**src/rtl/ram_stream_reader_pkg.sv**
```systemverilog
// Shared types and helpers for the RAM playback reader.
// FSM state encoding, output buffer depth and the non-power-of-2 address wrap.
package ram_stream_reader_pkg;

    typedef enum logic [1:0] {
        IDLE  = 2'd0,
        READ  = 2'd1,
        DRAIN = 2'd2
    } state_t;

    localparam int BUF_DEPTH = 2;

    // Explicit compare so depths that are not a power of two wrap correctly.
    function automatic int unsigned next_addr(input int unsigned addr, input int unsigned depth);
        return (addr >= depth - 1) ? 0 : addr + 1;
    endfunction

endpackage

```
**src/rtl/ram_stream_reader_stream_fifo2.sv**
```systemverilog
// Two-entry valid/ready output buffer; head entry drives the stream directly.
module stream_fifo2 #(
    parameter int WIDTH = 17
) (
    input  logic             clk_i,
    input  logic             arstn_i,
    input  logic             push_i,
    input  logic [WIDTH-1:0] push_data_i,
    input  logic             ready_i,
    output logic             valid_o,
    output logic [WIDTH-1:0] head_o,
    output logic [1:0]       count_o
);

    logic [WIDTH-1:0] head_q, tail_q;
    logic [1:0]       count_q;
    logic             pop;

    assign pop     = ready_i && (count_q != 2'd0);
    assign valid_o = (count_q != 2'd0);
    assign head_o  = head_q;
    assign count_o = count_q;

    always_ff @(posedge clk_i or negedge arstn_i) begin
        if (!arstn_i) begin
            count_q <= 2'd0;
            head_q  <= '0;
            tail_q  <= '0;
        end else begin
            case ({push_i, pop})
                2'b10: begin
                    if (count_q == 2'd0) head_q <= push_data_i;
                    else                 tail_q <= push_data_i;
                    count_q <= count_q + 2'd1;
                end
                2'b01: begin
                    head_q  <= tail_q;
                    count_q <= count_q - 2'd1;
                end
                2'b11: begin
                    // Push and pop together: occupancy unchanged, queue shifts forward.
                    if (count_q == 2'd1) begin
                        head_q <= push_data_i;
                    end else begin
                        head_q <= tail_q;
                        tail_q <= push_data_i;
                    end
                end
                default: ;
            endcase
        end
    end

endmodule

```
**src/rtl/ram_stream_reader.sv**
```systemverilog
// Walks a contiguous RAM range on start_i and streams each word out with valid/ready/last.
// Build option RAM_STREAM_READER_LOOP_EN adds loop_i for continuous replay of the range.
module ram_stream_reader
    import ram_stream_reader_pkg::*;
#(
    parameter int MEM_WIDTH    = 16,
    parameter int MEM_DEPTH    = 66,
    parameter int READ_LATENCY = 1,
    parameter int ADDR_WIDTH   = $clog2(MEM_DEPTH),
    parameter int LEN_WIDTH    = ADDR_WIDTH + 1
) (
    input  logic                  clk_i,
    input  logic                  arstn_i,
    input  logic                  start_i,
    input  logic [ADDR_WIDTH-1:0] base_addr_i,
    input  logic [LEN_WIDTH-1:0]  len_i,
`ifdef RAM_STREAM_READER_LOOP_EN
    input  logic                  loop_i,
`endif
    output logic                  busy_o,
    output logic                  done_o,
    output logic [ADDR_WIDTH-1:0] mem_addr_o,
    input  logic [MEM_WIDTH-1:0]  mem_data_i,
    output logic [MEM_WIDTH-1:0]  m_tdata_o,
    output logic                  m_tvalid_o,
    output logic                  m_tlast_o,
    input  logic                  m_tready_i
);

    localparam int FW = MEM_WIDTH + 1;

    state_t                state_q, state_d;
    logic [LEN_WIDTH-1:0]  len_q, cnt_q;
    logic [ADDR_WIDTH-1:0] addr_q, base_q;
    logic                  done_q;

    logic                  accept, accept_run, hs, credit_ok, issue, issue_last;
    logic                  restart, all_issued, finish, loop_next;
    logic [LEN_WIDTH-1:0]  issue_idx, issue_len;
    logic [ADDR_WIDTH-1:0] addr_nxt;
    logic                  push, push_last, inflight;
    logic [1:0]            count;
    logic [2:0]            pending;
    logic [FW-1:0]         head;

    assign accept     = (state_q == IDLE) && start_i;
    assign accept_run = accept && (len_i != '0);
    assign hs         = m_tvalid_o && m_tready_i;

    // The first read goes out in the accepting cycle so the word appears 1+READ_LATENCY later.
    assign mem_addr_o = accept_run ? base_addr_i : addr_q;
    assign addr_nxt   = ADDR_WIDTH'(next_addr(32'(mem_addr_o), 32'(MEM_DEPTH)));

    // A word popped this cycle frees its slot for a read issued this cycle.
    assign pending    = {1'b0, count} + {2'b00, inflight};
    assign credit_ok  = pending < (3'(BUF_DEPTH) + {2'b00, hs});

    assign issue_idx  = accept ? '0 : cnt_q;
    assign issue_len  = accept ? len_i : len_q;
    assign issue      = accept_run || ((state_q == READ) && (cnt_q != len_q) && credit_ok);
    assign issue_last = issue && (issue_idx == issue_len - LEN_WIDTH'(1));
    assign restart    = issue_last && loop_next;

    assign all_issued = (state_q != IDLE) && (cnt_q == len_q);
    assign finish     = all_issued && hs && (count == 2'd1) && !inflight;

`ifdef RAM_STREAM_READER_LOOP_EN
    logic loop_q;

    assign loop_next = accept ? loop_i : (loop_q && loop_i);

    always_ff @(posedge clk_i or negedge arstn_i) begin
        if (!arstn_i)                      loop_q <= 1'b0;
        else if (accept_run || issue_last) loop_q <= loop_next;
    end
`else
    assign loop_next = 1'b0;
`endif

    always_comb begin
        state_d = state_q;
        case (state_q)
            IDLE:    if (accept_run) state_d = READ;
            READ: begin
                if (finish)          state_d = IDLE;
                else if (all_issued) state_d = DRAIN;
            end
            DRAIN:   if (finish) state_d = IDLE;
            default: state_d = IDLE;
        endcase
    end

    always_ff @(posedge clk_i or negedge arstn_i) begin
        if (!arstn_i) begin
            state_q <= IDLE;
            done_q  <= 1'b0;
            len_q   <= '0;
            cnt_q   <= '0;
            addr_q  <= '0;
            base_q  <= '0;
        end else begin
            state_q <= state_d;
            done_q  <= (accept && (len_i == '0)) || finish;
            if (accept_run) begin
                len_q  <= len_i;
                base_q <= base_addr_i;
            end
            if (issue) begin
                cnt_q  <= restart ? '0 : issue_idx + LEN_WIDTH'(1);
                addr_q <= restart ? base_q : addr_nxt;
            end
        end
    end

    generate
        if (READ_LATENCY == 0) begin : g_lat0
            assign push      = issue;
            assign push_last = issue_last;
            assign inflight  = 1'b0;
        end else if (READ_LATENCY == 1) begin : g_lat1
            logic vld_p1, last_p1;

            // Stage p1: address registered by the RAM, data arrives next cycle
            always_ff @(posedge clk_i or negedge arstn_i) begin
                if (!arstn_i) begin
                    vld_p1  <= 1'b0;
                    last_p1 <= 1'b0;
                end else begin
                    vld_p1  <= issue;
                    last_p1 <= issue_last;
                end
            end

            assign push      = vld_p1;
            assign push_last = last_p1;
            assign inflight  = vld_p1;
        end else begin : g_bad_latency
            $error("ram_stream_reader: READ_LATENCY must be 0 or 1");
        end
    endgenerate

    stream_fifo2 #(
        .WIDTH(FW)
    ) u_buf (
        .clk_i       (clk_i),
        .arstn_i     (arstn_i),
        .push_i      (push),
        .push_data_i ({push_last, mem_data_i}),
        .ready_i     (m_tready_i),
        .valid_o     (m_tvalid_o),
        .head_o      (head),
        .count_o     (count)
    );

    assign m_tdata_o = head[MEM_WIDTH-1:0];
    assign m_tlast_o = m_tvalid_o && head[MEM_WIDTH];
    assign busy_o    = (state_q != IDLE);
    assign done_o    = done_q;

endmodule

```
**config.mk**
```make
export PLATFORM = sky130hd
export DESIGN_NAME = ram_stream_reader
export DESIGN_NICKNAME = d
export VERILOG_FILES = /design/src/rtl/ram_stream_reader_pkg.sv /design/src/rtl/ram_stream_reader_stream_fifo2.sv /design/src/rtl/ram_stream_reader.sv
export SDC_FILE = /design/constraint.sdc
export NUM_CORES = 1
export LEC_CHECK = 0
export BUFFER_PORTS_ARGS = -buffer_cell sky130_fd_sc_hd__buf_2
export CAP_MARGIN = 25
export CORE_MARGIN = 2
export CORE_UTILIZATION = 35
export CTS_CLUSTER_DIAMETER = 40
export CTS_CLUSTER_SIZE = 8
export DETAILED_ROUTE_END_ITERATION = 16
export GPL_TIMING_DRIVEN = 0
export PLACE_DENSITY = 0.64
export REMOVE_ABC_BUFFERS = 1
export SKIP_CTS_REPAIR_TIMING = 1
export SLEW_MARGIN = 30
export SYNTH_ARGS = -nofsm -noshare
export SYNTH_HDL_FRONTEND = slang
export SYNTH_SLANG_ARGS = --single-unit
```
**constraint.sdc**
```tcl
create_clock -name clk_i -period 3.6 [get_ports clk_i]
set_input_delay 0.72 -clock clk_i [delete_from_list [all_inputs] [get_ports clk_i]]
set_output_delay 0.72 -clock clk_i [all_outputs]
set_load 0.01 [all_outputs]
```
Yosys cells after proc, flatten, opt, wreduce, memory -nomap -nowiden --
Index checks and enable logic that the tools add are counted.
Operators by class: mux-type cells 16, eq/ne operators 15, add/sub/neg operators 7, $lt $le $gt $ge 2, reduce and logical (&&, ||, !) cells 27
Operator list (count):
- 17-bit 2-to-1 mux | 4
- 17-bit one-hot mux with 3 select lines | 1
- 17-bit one-hot mux with 2 select lines | 1
- 8-bit == test | 2
- 8-bit 2-to-1 mux | 2
- 7-bit 2-to-1 mux | 2
- 1-bit logical AND | 12
- 8-bit by 1-bit adder with 8-bit output, second input constant | 1
- 8-bit zero test | 1
- 2-bit 2-to-1 mux | 4
- 2-bit inequality test, second input constant | 4
- 8-bit inequality test | 1
- 2-bit nonzero test | 4
- 8-bit nonzero test | 1
- 8-bit by 1-bit subtractor with 8-bit output, second input constant | 1
- 7-bit by 1-bit adder with 7-bit output, second input constant | 1
- 7-bit >= comparator, second input constant | 1
- 2-bit by 1-bit == test with 1-bit output, second input constant | 3
- 2-bit == test, second input constant | 3
- 2-bit one-hot mux with 3 select lines | 1
- 3-bit AND reduction | 2
- 2-bit zero test | 2
- 2-bit one-hot mux with 2 select lines | 1
- 2-bit by 1-bit adder with 3-bit output | 1
- 10 further kinds | 11
Storage, ports and cells: word-level logic and storage cells 77, input port bits 35, bits in registers 64, output and inout bits 27

Longest topological paths before layout --
Gate-level depths: netlist (run 1).
word-level depth 7, gate-level depth with buffers 12, depth with buffers taken out 10

Hierarchy --
Synthesis (run 1) repeated with hierarchy kept, for this count alone.
Unflattened totals: cell total of the unflattened synthesis 400, area total of the unflattened synthesis 3771.1 µm²
By module, submodules not included:
- ram_stream_reader | area each 2019.4 µm², cells an instance 241, times used 1
- stream_fifo2 | area each 1751.7 µm², cells an instance 159, times used 1

Worst setup path before layout (run 1) --
OpenSTA, ideal clock, no wires.
path type in2reg, start point in start_i, end point reg addr_q[3], library setup time 0.087 ns, setup slack 0.598 ns, arrival 2.916 ns, buffers on the path 2, data required time 3.513 ns, stages 12, cells stage by stage or3b_1 > buf_6 > a31o_1 > buf_2 > nand2_1 > nand2_1 > ha_1 > or4_1 > nor2_2 > or3_4 > nand2_1 > o211ai_1
Between the ends: word-level cells in the longest chain between the ends 5, elaborated cells between the ends (all ways) 7, classes of those cells add/sub (1); order compare (1); mux (2); reduce/logical (3)
RTL lines:
- from (decl) | RTL line ram_stream_reader.sv:14 | input logic start_i,
- 1-bit logical AND * | RTL line ram_stream_reader.sv:46 | assign accept = (state_q == IDLE) && start_i;
- 1-bit logical AND * | RTL line ram_stream_reader.sv:47 | assign accept_run = accept && (len_i != '0);
- 7-bit 2-to-1 mux * | RTL line ram_stream_reader.sv:51 | assign mem_addr_o = accept_run ? base_addr_i : addr_q;
- named net mem_addr_o[0] | RTL line ram_stream_reader.sv:22 | output logic [ADDR_WIDTH-1:0] mem_addr_o,
- 7-bit by 1-bit adder with 7-bit output or 7-bit >= comparator (tied branches) | RTL line ram_stream_reader_pkg.sv:15 | return (addr >= depth - 1) ? 0 : addr + 1;
- 7-bit 2-to-1 mux * | RTL line ram_stream_reader_pkg.sv:15
- to (signal assigned) | RTL line ram_stream_reader.sv:110 | addr_q <= restart ? base_q : addr_nxt;
- to (decl) | RTL line ram_stream_reader.sv:34 | logic [ADDR_WIDTH-1:0] addr_q, base_q;
The timed path passes the listed nets; every way through them passes the cells marked *. A chain may end at the register's enable or synchronous reset.

Final worst setup path (run 1) --
start point reg state_q[1], end point out mem_addr_o[6]
Between the ends: word-level cells in the longest chain between the ends 4
RTL lines:
- from (decl) | RTL line ram_stream_reader.sv:32 | state_t state_q, state_d;
- from (signal assigned) | RTL line ram_stream_reader.sv:102 | state_q <= state_d;
- 2-bit zero test | RTL line ram_stream_reader.sv:46
- 1-bit logical AND | RTL line ram_stream_reader.sv:46
- 1-bit logical AND | RTL line ram_stream_reader.sv:47
- 7-bit 2-to-1 mux | RTL line ram_stream_reader.sv:51
- to (decl) | RTL line ram_stream_reader.sv:22
No other way between the ends.

==> results of run 1 <==
through the flow:
step	hold WS [ns]	cells	worst slack, ns	util, %	total power (uW)
2_1_floorplan	0.4244	345	0.2795	-	2669
3_3_place_gp	0.4552	542	-0.2236	38.39	3147
3_5_place_dp	0.4647	546	-0.2758	39.39	3325
4_1_cts	0.2313	562	-0.1260	41.40	3964
5_1_grt	0.2317	562	0.05858	41.40	4278
6_report	0.2364	562	0.2396	41.40	3925
synthesized netlist by cell type, types with 8 or more instances:
cell and instances:
dfrtp_1 64, nand2_1 52, o21ai_0 32, a22oi_1 18, mux2_2 18, buf_4 17
xnor2_1 17, inv_1 13, nor2_1 12, ha_1 11, a21oi_1 9, a22o_1 9
nand3_1 9, clkbuf_1 8, o21ai_1 8
path summary, 6_finish.rpt:
kind,startpoint,end,slack (ns),cells past startpoint
setup / recovery,state_q[1]$_DFFE_PN0P_,mem_addr_o[6],0.24,5
hold / removal,arstn_i,state_q[1]$_DFFE_PN0P_,0.24,1
setup reg to reg,state_q[1]$_DFFE_PN0P_,addr_q[3]$_DFFE_PN0P_,0.36,10
hold reg to reg,u_buf.head_o[3]$_DFFE_PN0P_,u_buf.head_o[3]$_DFFE_PN0P_,0.47,2
max in group asynchronous,arstn_i,addr_q[1]$_DFFE_PN0P_,2.86,2
min in group clk_i,u_buf.head_o[3]$_DFFE_PN0P_,u_buf.head_o[3]$_DFFE_PN0P_,0.47,2
layer usage:
| metal | track usage [%] | vias to the layer above | share of wire (%) |
|---|---|---|---|
| met3 | 3.250 | 7 | 4.5 |
| met2 | 24.33 | 67 | 49 |
| li1 | - | 1411 | - |
| met1 | 19.00 | 1361 | 46 |
| met5 | 0 | - | 0 |
| met4 | 4.793 | 0 | 0.82 |
placed cells by master, fill, tap and decap left out, types with 2 or more instances in the layout:
cell      instances
nand3_1           9
buf_2            60
xor2_1            4
xnor2_1          17
nand4_1           3
nor3_1            7
buf_16            2
clkinv_4          4
o21ai_1           8
a21oi_1           7
nand2_1          52
a22o_1            9
nor2_1           12
mux2i_1           5
and3_1            7
and2_1            4
inv_1            13
ha_1             11
a31oi_1           3
nor3b_1           2
nor4_1            3
mux2_2           18
a22oi_1          18
a31o_2            2
or2_2             2
clkbuf_8          9
o21ai_0          32
dfrtp_1          64
nand2b_1          3
o31ai_1           2
or4_1             3
o21ai_2           2
o211ai_1          3
kinds of logic after synthesis:
kind of cell / after synthesis / synth area share, %
AOI/OAI and AO/OA: 95 / 17.42
xor gates and xnor gates: 21 / 5.050
adders and majority gates: 11 / 3.779
buffers and inverters: 45 / 6.664
DFF: 64 / 43.97
muxes: 24 / 7.214
and+or+nand+nor: 116 / 15.91
power breakdown:
| part | switching [uW] | internal (uW) |
|---|---|---|
| combinational | 1070 | 917 |
| clock | 309 | 327 |
| sequential | 259 | 1040 |
| total | 1640 | 2280 |
sequential cells by signal, indices dropped and copies added (netlist names):
register / count
u_buf.head_o: 17
done_o: 1
u_buf.count_o: 2
g_lat1.last_p1: 1
state_q: 2
u_buf.tail_q: 17
len_q: 8
cnt_q: 8
addr_q: 7
g_lat1.vld_p1: 1
cell type report:
class	instances	area, um^2	share of cell area, %
multi-input combinational	267	1817	42.90
sequential	64	1602	37.81
clock buffer	9	123.9	2.925
clock inverter	7	81.33	1.920
timing repair buffer	65	389.1	9.188
tap	136	170.2	4.018
inverter	14	52.55	1.241
worst reg2reg max path, stage by stage (launching register included):
cell and delay, ns:
dfrtp_1 0.47, or3b_2 0.76, a31o_2 0.48, nand2_1 0.14, nand2_1 0.10, ha_1 0.23, or4_1 0.42, nor2_2 0.11
or3_4 0.15, nand2_1 0.12, o211ai_1 0.20
==> flow_summary_export.csv, run 1 <==
group,metric,value,unit
clock_network,cts.sinks,64,
timing,setup-violations-final,0,
die,start_util,35.60,%
timing,worstMarginPinSlew,0.6830,ns
timing,hold_viol_final,0,
pwr,powerDensity,926.7,nW/um^2
synth,synth_area_leader_cell,"dfrtp_1",
global_route,grt_overflow,0,
synth,synthDistinctLibCells,52,
critical_path,worst-path-buf-inv,2,
timing,drv_slew,0,
critical_path,crit_type,"reg2out",
clock_network,clk_pin_slew,0.08,ns
placement,placed_area,4030,um^2
timing,rsz0062_at_grt,"no",
finish,antenna_cells,0,
timing,finalClockSkew,0.008850,ns
finish,fin_area,4235,um^2
critical_path,critPathRequiredTime,2.88,ns
die,core_area,10230,um^2
clock_network,insertion_delay,0.34,ns
finish,final_layout_size_suffix_gt1_share,27.70,%
global_route,grt_pass1_vias,2765,
outcome,outcome,"complete, no violations",
critical_path,critical-path-top-delay-family,"simple AND/OR/NAND/NOR gates",
clock_network,cts-root-buf,"clkbuf_8",
synth,postSynth.asyncResetShare,100.0,%
detailed_routing,wl,7.907,mm
timing,max_freq,0.2976,GHz
critical_path,critPathLaunchType,"flip-flop",
global_route,grt_start_max_net_pins,51,
synth,synthCells,376,
timing,relSlewSlack,54.41,%
run,cap_viol_max_count,0,
detailed_routing,wl_per_cell,14.07,um
placement,port_buffers,61,
finish,filler_cell_count,1000,
die,dieArea,11240,um^2
synth,synth_edf_count,0,
synth,ys_top_cells_by_area,"dfrtp_1, mux2_2, nand2_1",
die,die_x,106.0,um
finish,areaGrowthSynthToFinish,16.28,%
detailed_routing,drc,0,
worst_hold_path,holdCritPathClass,"in2async",
synth,ys.flop_type,"dfrtp_1",
critical_path,cp_max_fo,26,
clock_network,htreeDepth,3,
placement,hpwl,5.791,mm
synth,ys_warn_count,0,
timing,min_period,3.360,ns
clock_network,clockBufferDepth,2,
die,rows,37,
global_route,grt_pass1_wl,13.19,mm
critical_path,cp_cell_sequence,"or3b_2, a31oi_4, mux2i_1, inv_1, buf_2",
detailed_routing,vias,2846,
synth,synth_area,3642,um^2
synth,yosysSeqAreaShare,43.97,%
pwr,ir_drop,0.2687,mV
global_route,grt_usage,14.66,%
pwr,p_leak,0.001948,uW
synth,ys_seq_elements,64,
die,die_h,106.0,um
timing,period_share,93.34,%
critical_path,critPathMaxStageDelay,0.76,ns
die,ios,62,
clock_network,cts_tree,"done",
detailed_routing,via_per_inst,5.064,
global_route,grt_antenna_before_repair,0,
timing,tns,0,ns
detailed_routing,drt_pre_antenna_iters,4,
detailed_routing,drt-initial-drc-count,149,
detailed_routing,ant_nets,0,
synth,avgSynthCellArea,9.687,um^2
clock_network,cts_buffers,9,
critical_path,worstPathArrival,2.64,ns
critical_path,cpMaxStageDelayCell,"or3b_2",
synth,yosysTopAreaCellShare,43.97,%
finish,final_nets,467,
critical_path,endpoint_kind,"output port",
placement,gp_congestion,0.8385,
(Power assumes the default switching activity.)
==> run 2, diff against run 1 <==
--- a/config.mk
+++ b/config.mk
@@ -10,7 +10,7 @@
 export CORE_MARGIN = 2
 export CORE_UTILIZATION = 35
 export CTS_CLUSTER_DIAMETER = 40
-export CTS_CLUSTER_SIZE = 8
+export CTS_CLUSTER_SIZE = 30
 export DETAILED_ROUTE_END_ITERATION = 16
 export GPL_TIMING_DRIVEN = 0
 export PLACE_DENSITY = 0.64
@@ -19,4 +19,5 @@
 export SLEW_MARGIN = 30
 export SYNTH_ARGS = -nofsm -noshare
 export SYNTH_HDL_FRONTEND = slang
+export SYNTH_HIERARCHICAL = 1
 export SYNTH_SLANG_ARGS = --single-unit
==> run 2 against run 1 <==
  * Die area rose by 3.4%
  * Highest routed layer unchanged
  * Maximum frequency rose by 2.0%
  * Largest cell class unchanged
  * Non-clock buffer count fell by 2
  * Synthesized cell count rose by 6.4%
  * Critical path depth did not move
  * Largest power group unchanged
  * Global-route usage rose by 1.6 points
  * Via count rose by 11%
  * Final cell count rose by 5.7%
  * Sequential share of layout area fell by 1.4 points
  * Area after synthesis rose by 3.5%
  * Critical endpoint is now mem_addr_o[5]
  * First-iteration DRC count rose by 7.4%
  * Flip-flop and latch count did not move
==> flow_summary_export.csv, run 2 <==
group,metric,value,unit
global_route,grt_start_max_net_pins,36,
critical_path,crit_type,"in2out",
detailed_routing,vias,3155,
synth,yosysMostFrequentCell,"dfrtp_1",
critical_path,cp_max_fo,17,
synth,yosysTopAreaCellShare,42.47,%
placement,gp_congestion,0.8652,
critical_path,critPathRequiredTime,2.88,ns
finish,ff_latch_area,1602,um^2
synth,avgSynthCellArea,9.428,um^2
critical_path,worst-path-buf-inv,2,
critical_path,cpMaxStageDelayCell,"a31oi_4",
timing,finalClockSkew,0.007999,ns
clock_network,insertion_delay,0.34,ns
timing,max_freq,0.3036,GHz
placement,hpwl,6.327,mm
global_route,grt_antenna_before_repair,0,
synth,synthDistinctLibCells,53,
clock_network,cts_tree,"done",
synth,synthTopCellsByCount,"dfrtp_1, nor2_1, o21ai_0, nand3_1, nand2_1",
finish,final_layout_size_suffix_gt1_share,23.58,%
global_route,grt_overflow,0,
die,ios,62,
synth,ys_seq_elements,64,
timing,worstMarginPinSlew,0.7784,ns
synth,postSynth.asyncResetShare,100.0,%
timing,whs,0.2961,ns
finish,final_cells,594,
timing,drv_slew,0,
global_route,grt_pass1_wl,15.15,mm
critical_path,critical-path-top-delay-family,"compound AO/OA/AOI/OAI gates",
clock_network,cts.sinks,64,
die,core_area,10420,um^2
finish,final_nets,501,
detailed_routing,drt_pre_antenna_iters,4,
clock_network,clockBufferDepth,2,
synth,synthCells,400,
die,die_x,107.8,um
finish,final_common_cell,"dfrtp_1",
placement,placed_cells,578,
timing,relSlewSlack,48.00,%
finish,areaGrowthSynthToFinish,16.69,%
detailed_routing,wl_per_cell,15.11,um
critical_path,critPathLaunchType,"primary input",
outcome,outcome,"complete, no violations",
detailed_routing,wl,8.977,mm
synth,synth_edf_count,0,
detailed_routing,via_per_inst,5.311,
clock_network,htreeDepth,3,
global_route,grt_pass1_vias,3163,
clock_network,clk_pin_slew,0.08,ns
finish,mostFrequentLayoutCells,"dfrtp_1, buf_2, nor2_1",
timing,period_share,91.49,%
timing,setup-violations-final,0,
clock_network,cts_buffers,9,
placement,place_ws,-0.003075,ns
detailed_routing,ant_nets,0,
detailed_routing,drt-initial-drc-count,160,
run,cap_viol_max_count,0,
die,rows,37,
clock_network,cts-root-buf,"clkbuf_8",
finish,filler_cell_count,1024,
timing,rsz0062_at_grt,"no",
pwr,powerDensity,917.6,nW/um^2
global_route,grt_usage,16.27,%
synth,synth_area_leader_cell,"dfrtp_1",
placement,port_buffers,61,
critical_path,worstPathArrival,2.57,ns
finish,antenna_cells,0,
critical_path,crit_path_frequent_cell,"buf_2",
critical_path,endpoint_kind,"output port",
synth,ys_warn_count,6,
die,start_util,36.20,%
synth,synth_area,3771,um^2
timing,hold_viol_final,0,
synth,ys.flop_type,"dfrtp_1",
synth,yosysSeqAreaShare,42.47,%
timing,min_period,3.294,ns
worst_hold_path,holdCritPathClass,"in2async",
die,dieArea,11620,um^2
finish,multi_input_area,2022,um^2
die,die_h,107.8,um
critical_path,cp_cell_sequence,"buf_2, or3b_1, a31oi_4, mux2_2, buf_2",
synth,ys_top_cells_by_area,"dfrtp_1, o21ai_0, mux2_4",
pwr,ir_drop,0.3395,mV
pwr,p_leak,0.001920,uW
critical_path,critPathMaxStageDelay,0.59,ns
timing,layout_setup_ws,0.3063,ns
detailed_routing,drc,0,
==> run 2: changes by cell type after synthesis, moves of 5 or more <==
| cell | delta |
|---|---|
| nor2_1 | +27 |
| nand3_1 | +24 |
| mux2_4 | +12 |
| a31oi_1 | +18 |
| mux2_2 | -9 |
| nand2_1 | -22 |
| o21ai_0 | +5 |
| buf_4 | -16 |
| a22oi_1 | -17 |
==> run 2: worst reg2reg max path, delay by kind of cell, from the launching register on <==
kind / cells / cell delay (ns)
multiplexers: 1 / 0.31
AO/OA/AOI/OAI: 3 / 0.98
AND/OR/NAND/NOR: 4 / 1.17
flip-flops: 1 / 0.44
adder cells (fa/ha/maj): 1 / 0.21
==> run 2: layout make-up <==
class                      count  area share, %
timing repair buffer          63          7.705
inverter                      11         0.9383
sequential                    64          36.39
tap                          136          3.867
multi-input combinational    304          45.95
clock buffer                   9          2.815
clock inverter                 7          2.332
==> run 2: cell families (layout without fill, tap and decap cells) <==
logic type	count (synthesis)	in the layout	share of synthesized area [%]
simple gates	147	147	19.41
fa+ha+maj	13	13	4.313
compound gates	101	101	16.99
flops	64	64	42.47
xor+xnor	18	18	4.180
buf+inv	32	90	4.114
mux	25	25	8.527
==> run 2: power by group <==
group	switching [uW]	internal, uW
clock network	307	397
registers	264	1050
logic	1120	903
==> run 2: final timing paths <==
check                      cells past startpoint                      endpoint                        start  slack, ns
min in group clk_i                             1   u_buf/tail_q[1]$_DFFE_PN0P_  u_buf/tail_q[1]$_DFFE_PN0P_       0.51
max in group asynchronous                      2          cnt_q[1]$_DFFE_PN0P_                      arstn_i       2.77
max reg2reg                                    9         addr_q[4]$_DFFE_PN0P_       state_q[1]$_DFFE_PN0P_       0.37
max                                            5                 mem_addr_o[5]                      start_i       0.31
min                                            1  u_buf/head_o[14]$_DFFE_PN0P_                      arstn_i       0.30
min reg2reg                                    1   u_buf/tail_q[1]$_DFFE_PN0P_  u_buf/tail_q[1]$_DFFE_PN0P_       0.51
==> run 2: through the flow <==
| stage | total power (uW) | TNS [ns] | util (%) | area, um^2 |
|---|---|---|---|---|
| 3_5_place_dp | 3352 | -0.003075 | 40.06 | 4173 |
| 3_3_place_gp | 3279 | -6.169 | 39.68 | 4133 |
| 5_1_grt | 4381 | 0 | 42.25 | 4400 |
| 6_report | 4038 | 0 | 42.25 | 4400 |
| 4_1_cts | 4077 | 0 | 42.23 | 4399 |
| 2_1_floorplan | 2753 | 0 | - | 3657 |
==> run 2: routing by layer <==
metal | up-vias | routed length (um) | track usage [%]
met5 | - | 0 | 0
met1 | 1499 | 4055 | 21.50
met4 | 0 | 96 | 5.220
met3 | 11 | 504 | 3.874
li1 | 1545 | - | -
met2 | 100 | 4320 | 26.24
==> run 3, diff against run 2 <==
--- a/config.mk
+++ b/config.mk
@@ -8,12 +8,12 @@
 export BUFFER_PORTS_ARGS = -buffer_cell sky130_fd_sc_hd__buf_2
 export CAP_MARGIN = 25
 export CORE_MARGIN = 2
-export CORE_UTILIZATION = 35
+export CORE_UTILIZATION = 40
 export CTS_CLUSTER_DIAMETER = 40
 export CTS_CLUSTER_SIZE = 30
 export DETAILED_ROUTE_END_ITERATION = 16
 export GPL_TIMING_DRIVEN = 0
-export PLACE_DENSITY = 0.64
+export PLACE_DENSITY = 0.7
 export REMOVE_ABC_BUFFERS = 1
 export SKIP_CTS_REPAIR_TIMING = 1
 export SLEW_MARGIN = 30
==> run 3 against run 2 <==
  * Flip-flop and latch count unchanged
  * Worst setup slack improved by 0.019 ns
  * Die area decreased by 12%
  * Clock skew increased by 0.0057 ns
  * Clock power increased by 0.9%
  * Count of clock-buffer cells in the layout unchanged
  * Sequential share of layout area increased by 0.21 points
  * Total power decreased by 0.30%
  * Critical path depth unchanged
  * Hold slack got worse by 0.070 ns
  * First-iteration DRC count decreased by 37%
  * Maximum frequency increased by 0.57%
  * Critical path type unchanged
==> flow_summary_export.csv, run 3 (synthesized netlist as in run 2, its figures left out) <==
group,metric,value,unit
finish,fin_area,4375,um^2
die,dieArea,10220,um^2
die,core_area,9196,um^2
timing,setup-violations-final,0,
critical_path,worst-path-buf-inv,2,
pwr,ir_drop,0.4865,mV
finish,antenna_cells,0,
detailed_routing,vias,3217,
timing,worstMarginPinSlew,1.001,ns
finish,final_nets,501,
critical_path,worstPathArrival,2.55,ns
clock_network,cts_tree,"done",
timing,relSlewSlack,33.27,%
timing,rsz0062_at_grt,"no",
placement,hpwl,5.955,mm
detailed_routing,wl,8.508,mm
finish,areaGrowthSynthToFinish,16.03,%
die,start_util,41.01,%
die,ios,62,
run,cap_viol_max_count,0,
finish,final_common_cell,"dfrtp_1",
detailed_routing,via_per_inst,5.654,
finish,final_layout_size_suffix_gt1_share,23.36,%
timing,finalClockSkew,0.01374,ns
critical_path,worst-path-stages,5,
critical_path,endpoint_kind,"output port",
clock_network,insertion_delay,0.35,ns
critical_path,cp_cell_sequence,"buf_2, or3b_1, a31oi_4, mux2_2, buf_2",
pwr,total_power,4026,uW
detailed_routing,drt-initial-drc-count,101,
detailed_routing,wl_per_cell,14.95,um
clock_network,cts.sinks,64,
detailed_routing,ant_nets,0,
finish,mostFrequentLayoutCells,"dfrtp_1, buf_2, nor2_1",
critical_path,critPathRequiredTime,2.88,ns
global_route,grt_start_max_net_pins,49,
die,rows,35,
worst_hold_path,holdCritPathClass,"in2async",
pwr,powerDensity,920.1,nW/um^2
clock_network,clk_pin_slew,0.09,ns
critical_path,crit_path_frequent_cell,"buf_2",
timing,whs,0.2259,ns
die,die_x,101.1,um
global_route,grt_usage,17.18,%
critical_path,cpMaxStageDelayCell,"a31oi_4",
critical_path,regToRegEndpoint,"addr_q[4]$_DFFE_PN0P_",
global_route,grt_overflow,0,
timing,max_freq,0.3053,GHz
critical_path,crit_type,"in2out",
detailed_routing,drc,0,
global_route,grt_antenna_before_repair,0,
critical_path,reg2reg_slack,0.44,ns
clock_network,htreeDepth,3,
critical_path,worstRegToRegCells,9,
die,die_h,101.1,um
clock_network,cts_buffers,9,
critical_path,worstReg2RegStart,"state_q[1]$_DFFE_PN0P_",
placement,placed_area,4149,um^2
timing,hold_viol_final,0,
clock_network,cts-root-buf,"clkbuf_8",
placement,gp_congestion,0.8901,
global_route,grt_pass1_wl,14.13,mm
critical_path,cp_max_fo,17,
placement,port_buffers,61,
critical_path,critical-path-top-delay-family,"compound AO/OA/AOI/OAI gates",
global_route,grt_pass1_vias,3008,
timing,tns,0,ns
critical_path,critPathLaunchType,"primary input",
clock_network,clockBufferDepth,2,
critical_path,critPathMaxStageDelay,0.58,ns
timing,drv_slew,0,
detailed_routing,drt_pre_antenna_iters,4,
timing,period_share,90.97,%
outcome,outcome,"complete, no violations",
pwr,p_leak,0.001922,uW
timing,min_period,3.275,ns
==> run 3: cell types whose count changed in the layout (fill, tap and decap cells not counted) <==
cell    change
o21a_1      +1
buf_12      -1
buf_16      +1
o21a_2      -1
==> run 3: per-layer routing <==
layer  vias up  GRT usage [%]  routed length, um
met2        98          28.02               4021
met5         -              0                  0
met4         0          4.054                 35
met1      1557          22.92               3975
met3         4          4.438                475
li1       1558              -                  -
==> run 3: worst register-to-register path: cells and delay by family, from the launching register on <==
| kind | cells | cell delay [ns] |
|---|---|---|
| AOI/OAI and AO/OA | 3 | 0.96 |
| and+or+nand+nor | 4 | 1.14 |
| DFF | 1 | 0.44 |
| muxes | 1 | 0.30 |
| adders and majority gates | 1 | 0.20 |
==> run 3: power breakdown <==
| part | switching (uW) | internal, uW | total (uW) |
|---|---|---|---|
| Combinational | 1100 | 908 | 2010 |
| Clock | 313 | 397 | 710 |
| Sequential | 263 | 1050 | 1310 |
==> run 3: cell type report <==
class	count	area (um^2)
Timing Repair Buffer	63	346.6
Multi-Input combinational cell	304	2021
Sequential cell	64	1602
Clock inverter	7	102.6
Clock buffer	9	123.9
Tap cell	111	138.9
Fill cell	911	4821
Inverter	11	41.29
==> run 3: worst max-delay path by stage <==
stage / startpoint / endpoint / slack (ns)
2_1_floorplan: start_i / addr_q[3]$_DFFE_PN0P_ / 0.18
3_3_place_gp: start_i / addr_q[2]$_DFFE_PN0P_ / -0.81
3_5_place_dp: start_i / addr_q[4]$_DFFE_PN0P_ / 0.08
4_1_cts: state_q[1]$_DFFE_PN0P_ / mem_addr_o[5] / 0.32
5_1_grt: state_q[1]$_DFFE_PN0P_ / addr_q[4]$_DFFE_PN0P_ / 0.16
6_report: start_i / mem_addr_o[5] / 0.33
==> run 3: per-stage QoR <==
stage / setup slack (ns) / instances / util, %
detailed placement: 0.07607 / 553 / 45.12
CTS: 0.3223 / 569 / 47.58
finish: 0.3250 / 569 / 47.58
floorplan: 0.1783 / 379 / -
global route: 0.1598 / 569 / 47.58
global placement: -0.8067 / 551 / 44.60
